[config.mk]
export PLATFORM = sky130hd
export DESIGN_NAME = uart_cmd_parser
export DESIGN_NICKNAME = d
export VERILOG_FILES = /design/src/rtl/uart_cmd_parser.sv
export SDC_FILE = /design/constraint.sdc
export NUM_CORES = 1
export LEC_CHECK = 0
export BUFFER_PORTS_ARGS = -buffer_cell sky130_fd_sc_hd__buf_2
export CAP_MARGIN = 20
export CORE_MARGIN = 2
export CORE_UTILIZATION = 50
export DETAILED_ROUTE_END_ITERATION = 10
export PLACE_DENSITY = 0.82
export REMOVE_ABC_BUFFERS = 1
export SLEW_MARGIN = 20
export SYNTH_ARGS = -nofsm -noshare
export SYNTH_HDL_FRONTEND = slang
export SYNTH_SLANG_ARGS = --single-unit
[constraint.sdc]
create_clock -name clk -period 1.76 [get_ports clk]
set_input_delay 0.264 -clock clk [delete_from_list [all_inputs] [get_ports clk]]
set_output_delay 0.264 -clock clk [all_outputs]
set_load 0.1 [all_outputs]
[src/rtl/uart_cmd_parser.sv]
// ASCII hex command parser behind the UART receiver: turns "WAADD<EOL>" and
// "RAA<EOL>" lines into one-cycle register write / read-request strobes.
module uart_cmd_parser #(
    parameter int CLK_FREQ       = 25_000_000,
    parameter int TIMEOUT_CYCLES = CLK_FREQ
) (
    input  logic       clk,
    input  logic       rst_n,
    input  logic [7:0] rx_data,
    input  logic       rx_valid,
    output logic       wr_en,
    output logic [7:0] wr_addr,
    output logic [7:0] wr_data,
    output logic       rd_en,
    output logic [7:0] rd_addr,
    output logic       cmd_err,
    output logic       busy
);

    typedef enum logic [2:0] {
        IDLE, ADDR_HI, ADDR_LO, DATA_HI, DATA_LO, EOL_WAIT, FLUSH
    } state_t;

    state_t     state, state_nxt;
    logic       is_write, is_write_nxt;
    logic [7:0] addr_sr, addr_sr_nxt;
    logic [7:0] data_sr, data_sr_nxt;
    logic       wr_en_nxt, rd_en_nxt, err_nxt;
    logic       timeout;

    // {valid, nibble}
    function automatic logic [4:0] hex_nib(input logic [7:0] b);
        if (b >= 8'h30 && b <= 8'h39)      return {1'b1, 4'(b - 8'h30)};
        else if (b >= 8'h61 && b <= 8'h66) return {1'b1, 4'(b - 8'h57)};
        else if (b >= 8'h41 && b <= 8'h46) return {1'b1, 4'(b - 8'h37)};
        else                               return 5'd0;
    endfunction

    logic [4:0] hx;
    logic       is_hex, is_eol;
    assign hx     = hex_nib(rx_data);
    assign is_hex = hx[4];
    assign is_eol = (rx_data == 8'h0D) || (rx_data == 8'h0A);

    generate
        if (TIMEOUT_CYCLES > 0) begin : g_to
            localparam int CW = $clog2(TIMEOUT_CYCLES + 1);
            logic [CW-1:0] idle_cnt;
            always_ff @(posedge clk or negedge rst_n) begin
                if (!rst_n)
                    idle_cnt <= '0;
                else if (rx_valid || state == IDLE || timeout)
                    idle_cnt <= '0;
                else
                    idle_cnt <= idle_cnt + CW'(1);
            end
            assign timeout = (state != IDLE) && (idle_cnt == CW'(TIMEOUT_CYCLES));
        end else begin : g_no_to
            assign timeout = 1'b0;
        end
    endgenerate

    always_comb begin
        state_nxt    = state;
        is_write_nxt = is_write;
        addr_sr_nxt  = addr_sr;
        data_sr_nxt  = data_sr;
        wr_en_nxt    = 1'b0;
        rd_en_nxt    = 1'b0;
        err_nxt      = 1'b0;
        if (rx_valid) begin
            case (state)
                IDLE: begin
                    if (rx_data == 8'h57 || rx_data == 8'h77) begin
                        is_write_nxt = 1'b1;
                        state_nxt    = ADDR_HI;
                    end else if (rx_data == 8'h52 || rx_data == 8'h72) begin
                        is_write_nxt = 1'b0;
                        state_nxt    = ADDR_HI;
                    end else if (!is_eol) begin
                        err_nxt   = 1'b1;
                        state_nxt = FLUSH;
                    end
                end
                ADDR_HI, ADDR_LO, DATA_HI, DATA_LO: begin
                    if (is_hex) begin
                        case (state)
                            ADDR_HI: begin
                                addr_sr_nxt[7:4] = hx[3:0];
                                state_nxt        = ADDR_LO;
                            end
                            ADDR_LO: begin
                                addr_sr_nxt[3:0] = hx[3:0];
                                state_nxt        = is_write ? DATA_HI : EOL_WAIT;
                            end
                            DATA_HI: begin
                                data_sr_nxt[7:4] = hx[3:0];
                                state_nxt        = DATA_LO;
                            end
                            default: begin
                                data_sr_nxt[3:0] = hx[3:0];
                                state_nxt        = EOL_WAIT;
                            end
                        endcase
                    end else begin
                        // premature EOL already ends the line, so no flush needed
                        err_nxt   = 1'b1;
                        state_nxt = is_eol ? IDLE : FLUSH;
                    end
                end
                EOL_WAIT: begin
                    if (is_eol) begin
                        wr_en_nxt = is_write;
                        rd_en_nxt = !is_write;
                        state_nxt = IDLE;
                    end else begin
                        err_nxt   = 1'b1;
                        state_nxt = FLUSH;
                    end
                end
                FLUSH: begin
                    if (is_eol) state_nxt = IDLE;
                end
                default: state_nxt = IDLE;
            endcase
        end else if (timeout) begin
            err_nxt   = (state != FLUSH);
            state_nxt = IDLE;
        end
    end

    always_ff @(posedge clk or negedge rst_n) begin
        if (!rst_n) begin
            state    <= IDLE;
            is_write <= 1'b0;
            addr_sr  <= 8'h00;
            data_sr  <= 8'h00;
            wr_en    <= 1'b0;
            wr_addr  <= 8'h00;
            wr_data  <= 8'h00;
            rd_en    <= 1'b0;
            rd_addr  <= 8'h00;
            cmd_err  <= 1'b0;
            busy     <= 1'b0;
        end else begin
            state    <= state_nxt;
            is_write <= is_write_nxt;
            addr_sr  <= addr_sr_nxt;
            data_sr  <= data_sr_nxt;
            wr_en    <= wr_en_nxt;
            rd_en    <= rd_en_nxt;
            cmd_err  <= err_nxt;
            busy     <= (state_nxt != IDLE);
            if (wr_en_nxt) begin
                wr_addr <= addr_sr;
                wr_data <= data_sr;
            end
            if (rd_en_nxt) rd_addr <= addr_sr;
        end
    end

endmodule

==> results of run 1 <==
==> sequential cells by signal, summed over array words and instances, names as in the netlist <==
register,flops
addr_sr,8
busy,1
cmd_err,1
data_sr,8
g_to.idle_cnt,25
is_write,1
rd_addr,8
rd_en,1
state,3
wr_addr,8
wr_data,8
wr_en,1
==> metrics by stage <==
| step | worst slack [ps] | instances | instance area (µm²) | TNS [ps] |
|---|---|---|---|---|
| 2_1_floorplan | -293 | 305 | 3420 | -4220 |
| 3_3_place_gp | -247 | 479 | 4170 | -8970 |
| 3_5_place_dp | -440 | 479 | 4170 | -16240 |
| 4_1_cts | -210 | 500 | 4500 | -3990 |
| 5_1_grt | -245 | 504 | 4770 | -5810 |
| 6_report | -196 | 504 | 4770 | -4130 |
==> layer usage <==
layer | GRT usage | routed length [µm]
met2 | 0.393 | 4610
met4 | 0.0951 | 265
met1 | 0.307 | 3720
met5 | 0 | 0
met3 | 0.0531 | 488
==> final timing paths <==
| check | startpoint | end | slack, ps | depth (start not counted) |
|---|---|---|---|---|
| worst max-delay path | g_to.idle_cnt[17]$_DFF_PN0_ | state[1]$_DFF_PN0_ | -200 | 6 |
| worst min-delay path | rx_valid | data_sr[1]$_DFFE_PN0P_ | 370 | 3 |
| worst max register to register | g_to.idle_cnt[17]$_DFF_PN0_ | state[1]$_DFF_PN0_ | -200 | 6 |
| worst min register to register | wr_addr[5]$_DFFE_PN0P_ | wr_addr[5]$_DFFE_PN0P_ | 510 | 1 |
| max in group asynchronous | rst_n | state[0]$_DFF_PN0_ | 720 | 3 |
| min in group asynchronous | rst_n | g_to.idle_cnt[10]$_DFF_PN0_ | 430 | 2 |
==> synth_stat cells, drive strengths merged, types with 3 or more instances <==
cell    count  share of area
nor2b       3         0.0054
mux2i       6          0.017
o21ai      16          0.023
clkbuf     10          0.011
xnor2       8          0.020
nor4        4         0.0072
nor2       35          0.039
and4        4          0.010
nand3      16          0.023
dfrtp      73           0.53
and3        8          0.014
or3         4         0.0072
a21oi       7          0.010
xor2       16          0.041
inv         9         0.0098
nand4       7          0.013
ha          6          0.022
nand2      25          0.027
nand2b      7          0.013
mux2       28          0.091
==> repair_timing <==
| item | in CTS | in global routing |
|---|---|---|
| setup endpoints to repair | 34 | 47 |
| buffers inserted | 2 | 3 |
| resized for setup | 18 | 50 |
| hold endpoints to repair | 20 | 0 |
| hold buffers | 1 | 0 |
| pin swaps | 12 | 21 |
| gates cloned | 2 | 1 |
==> final cells by class <==
type | count | area share
multi-input combinational | 223 | 0.386
sequential | 73 | 0.383
timing repair buffer | 103 | 0.164
clock buffer | 9 | 0.0260
tap | 80 | 0.0210
clock inverter | 7 | 0.0126
inverter | 9 | 0.00708
==> logic make-up after synthesis <==
kind of cell,Yosys count,share of synthesized area
AO/OA/AOI/OAI,38,0.0789
XOR/XNOR,24,0.0608
adder cells (fa/ha/maj),6,0.0217
buffers and inverters,19,0.0206
flip-flops,73,0.528
multiplexers,34,0.109
AND/OR/NAND/NOR,121,0.181
==> critical path, delay by kind of cell (launching register included) <==
family | cells | cell delay (ps)
AO/OA/AOI/OAI | 2 | 380
flip-flops | 1 | 390
buffers and inverters | 1 | 180
AND/OR/NAND/NOR | 3 | 880
==> power by group <==
group          switching [W]  total [W]  internal (W)
Clock               0.000715    0.00125      0.000535
Sequential          0.000125    0.00192       0.00180
Combinational       0.000685    0.00112      0.000435
==> flow_summary.json, run 1 <==
{
  "outcome": "finished with violations",
  "violations": "negative setup slack",
  "ys_seq_area_frac": 0.528,
  "drc": 0,
  "ios": 39,
  "final_common_cell": "dfrtp_1",
  "crit_arrival_ps": 2180,
  "register_area_um2": 1830,
  "drive_above_1_share": 0.448,
  "numCtsBuffers": 9,
  "drtAntennaViolNets": 0,
  "antenna_found_initial": 0,
  "required_ps": 1990,
  "wl_per_cell_um": 18.0,
  "fin_crit_ps": 1960,
  "async_flop_share": 1.00,
  "slowest_delay_ps": 390,
  "final.setup.worst_slack_ps": -196,
  "tightestPinTransition_ps": 590,
  "start_kind": "flip-flop",
  "irDropWorstVdd_mv": 0.395,
  "hpwl_um": 5660,
  "worstSkewPairLatency_ps": 360,
  "cts_sinks": 73,
  "fp.dieW_um": 87.2,
  "die_y_um": 87.2,
  "power.total_w": 0.00429,
  "cts_root_buf": "clkbuf_8",
  "nFillCells": 434,
  "setup_viol": 29,
  "hp-class": "input pin to flip-flop",
  "hold_violations": 0,
  "cts_tree": "yes",
  "synthFlopType": "dfrtp_1",
  "diodes": 0,
  "multiInputGateArea_um2": 1840,
  "ys_types": 42,
  "maxSlewViolCount": 0,
  "grt_overflow_total": 0,
  "hold_slack_ps": 369,
  "vias": 2899,
  "h-tree-depth": 3,
  "clk_pin_slew_ps": 90,
  "fin_nets": 436,
  "core_region_area_um2": 6760,
  "power_density_nw_per_um2": 900,
  "synth_edf_count": 0,
  "rsz0062_at_grt": "true",
  "grt_pass1_wl_um": 13800,
  "yosys_register_bits": 73,
  "avgSynthCellArea_um2": 11.0,
  "layout_common_cells": "dfrtp_1 (72), buf_4 (56), buf_2 (38), mux2_2 (27), nand2_1 (23)",
  "crit_path_top_delay_cell": "dfrtp_1",
  "io_buffers": 38,
  "gp_congestion": 0.888,
  "cts_buffer_depth": 2,
  "min_period_over_period": 1.11,
  "crit_chain": "nand4bb_4 > nor4_4 > buf_4 > a41oi_4 > a22o_1 > or3_1",
  "rows": 30,
  "grt_use_total": 0.238,
  "dr.first_iter.drc_count": 260,
  "drt_wl_total_um": 9080,
  "maxCapViolations": 0,
  "post-route-util": 0.706,
  "area_growth_syn_to_layout_pct": 38.0,
  "crit_path_end_kind": "flip-flop",
  "grt_pass1_vias": 2896,
  "clock_skew_ps": 10.9,
  "first_pass_iters": 4,
  "path_max_fanout": 2,
  "initial_core_util": 0.512,
  "viasPerCell": 5.75,
  "syn_inst": 315,
  "yosys_warnings": 0,
  "power_leakage_nw": 2.27,
  "grt_max_degree": 40,
  "worstSetupPathType": "flip-flop to flip-flop",
  "dieArea_um2": 7600,
  "fmax_mhz": 511,
  "slew_headroom": 0.603,
  "mappedNetlistArea_um2": 3460
}
No activity file was read; power rests on OpenSTA's default activity.
==> run 2: changes to the inputs <==
--- a/config.mk
+++ b/config.mk
@@ -10,6 +10,7 @@
 export CORE_MARGIN = 2
 export CORE_UTILIZATION = 50
 export DETAILED_ROUTE_END_ITERATION = 10
+export GPL_TIMING_DRIVEN = 0
 export PLACE_DENSITY = 0.82
 export REMOVE_ABC_BUFFERS = 1
 export SLEW_MARGIN = 20
==> run 2 against run 1 <==
Against the previous run:
- the flow still finishes with violations (negative setup slack)
- count of clock-buffer cells in the layout unchanged
- highest routed layer unchanged
- via count decreased by 7.9%
- critical path type unchanged
- critical endpoint unchanged
- register-to-register slack improved by 130 ps
- first-iteration DRC count decreased by 12%
- largest cell class is now sequential cells
- utilization decreased by 7.3 points
==> flow_summary.json, run 2 (synthesis gave the netlist of run 1 again) <==
{
  "maxSlewViolCount": 0,
  "irDropWorstVdd_mv": 0.480,
  "cts_tree": "yes",
  "largest-register": "g_to.idle_cnt",
  "layout_common_cells": "dfrtp_1 (68), buf_2 (37), nor2_1 (31), mux2_2 (27), nand2_1 (24)",
  "grt_overflow_total": 0,
  "core_region_area_um2": 6760,
  "hold_end": "is_write$_DFFE_PN0P_",
  "grt_use_total": 0.203,
  "final_common_cell": "dfrtp_1",
  "instances_no_fill": 458,
  "clk_pin_slew_ps": 70,
  "hold_slack_ps": 242,
  "fp.dieW_um": 87.2,
  "design_area_um2": 4280,
  "hpwl_um": 4600,
  "hold_violations": 0,
  "clkPwrFrac": 0.328,
  "ios": 39,
  "required_ps": 1990,
  "largest_reg_flops": 25,
  "pre_cts_ws_ps": -712,
  "drc": 0,
  "clock_skew_ps": 9.79,
  "dpl.cell_count": 424,
  "slew_headroom": 0.675,
  "worstHoldStart": "rx_data[2]",
  "numCtsBuffers": 9,
  "grt_max_degree": 59,
  "tightestPinTransition_ps": 490,
  "drive_above_1_share": 0.352,
  "io_buffers": 38,
  "first_pass_iters": 4,
  "place_area_um2": 3740,
  "hold_depth": 3,
  "path_max_fanout": 3,
  "grt_pass1_wl_um": 11900,
  "r2r_setup_slack_ps": -70,
  "rows": 30,
  "start_kind": "flip-flop",
  "crit_arrival_ps": 2060,
  "diodes": 0,
  "viasPerCell": 5.83,
  "outcome": "finished with violations",
  "reg2reg_depth": 5,
  "drt_wl_total_um": 7620,
  "power.total_w": 0.00407,
  "drtAntennaViolNets": 0,
  "area_growth_syn_to_layout_pct": 23.7,
  "worstReg2RegStart": "g_to.idle_cnt[15]$_DFF_PN0_",
  "rsz0062_at_grt": "true",
  "violations": "negative setup slack",
  "setup_viol": 2,
  "dr.first_iter.drc_count": 230,
  "wl_per_cell_um": 16.6,
  "h-tree-depth": 3,
  "fin_nets": 390,
  "dieArea_um2": 7600,
  "worstSkewPairLatency_ps": 360,
  "internal_power_w": 0.00272,
  "seqPwrFrac": 0.485,
  "maxCapViolations": 0,
  "cts_sinks": 73,
  "power_leakage_nw": 2.07,
  "initial_core_util": 0.512,
  "antenna_found_initial": 0,
  "cts_buffer_depth": 2,
  "power_density_nw_per_um2": 951,
  "min_period_over_period": 1.04,
  "swShare": 0.331,
  "fin_crit_ps": 1830,
  "combinationalPowerShare": 0.187,
  "r2r_end": "state[1]$_DFF_PN0_",
  "hp-class": "input pin to flip-flop",
  "cts_root_buf": "clkbuf_8",
  "crit_path_end_kind": "flip-flop",
  "vias": 2669,
  "grt_pass1_vias": 2518,
  "die_y_um": 87.2,
  "gp_congestion": 0.847,
  "worstSetupPathType": "flip-flop to flip-flop",
  "fmax_mhz": 546,
  "p_sw_w": 0.00135,
  "final.setup.worst_slack_ps": -70.2
}
-- run 2: cell types whose count changed in the layout (fill, tap and decap cells not counted), sizes merged --
| cell | change |
|---|---|
| inv | -3 |
| clkbuf | -1 |
| clkinv | +5 |
| buf | -45 |
| clkinvlp | -3 |
| bufinv | +1 |
-- run 2: area by class of cell --
class	instances	area, µm²
Sequential cell	73	1830
Fill cell	492	2480
Inverter	9	33.8
Clock inverter	7	78.8
Tap cell	80	100
Clock buffer	9	124
Multi-Input combinational cell	223	1730
Timing Repair Buffer	57	378
-- run 2: critical path: stages, from the launching register on --
cell       delay [ps]
dfrtp_1           390
nand4bb_4         240
nor4_4            310
a41oi_2           200
a22o_1            240
or3_1             310
-- run 2: repair_timing --
item,CTS,global route
setup buffers,12,5
cloned,0,0
pin swaps,10,10
hold buffers,1,0
endpoints found under the hold margin,15,0
endpoints found under the setup margin,70,68
resized for setup,20,20
-- run 2: power by group through the flow --
stage                     Combinational (W)  Sequential (W)  Clock [W]
after floorplan                    0.000353         0.00208          0
after global routing               0.000828         0.00199    0.00143
after detailed placement           0.000674         0.00197          0
after CTS                          0.000705         0.00195    0.00136
final                              0.000761         0.00197    0.00133
after global placement             0.000631         0.00197          0
-- run 2: how the worst max path moves through the flow --
stage | slack [ps] | end | cells after the start | from
2_1_floorplan | -290 | data_sr[5]$_DFFE_PN0P_ | 7 | rx_data[0]
3_3_place_gp | -640 | data_sr[5]$_DFFE_PN0P_ | 8 | rx_data[0]
3_5_place_dp | -710 | data_sr[1]$_DFFE_PN0P_ | 7 | rx_data[0]
4_1_cts | -50 | state[1]$_DFF_PN0_ | 9 | rx_data[1]
5_1_grt | -160 | state[1]$_DFF_PN0_ | 7 | g_to.idle_cnt[0]$_DFF_PN0_
6_report | -70 | state[1]$_DFF_PN0_ | 5 | g_to.idle_cnt[15]$_DFF_PN0_
-- run 2: layer usage --
metal,GRT usage,part of all wire,vias to the layer above
li1,-,-,1219
met1,0.275,0.42,1323
met2,0.316,0.50,111
met3,0.0550,0.056,16
met4,0.0727,0.016,0
met5,0,0,-
-- run 2: per-stage QoR --
step	util	TNS (ps)
2_1_floorplan	-	-4220
6_report	0.633	-119
3_5_place_dp	0.554	-38380
3_3_place_gp	0.549	-33390
5_1_grt	0.633	-1370
4_1_cts	0.614	-687
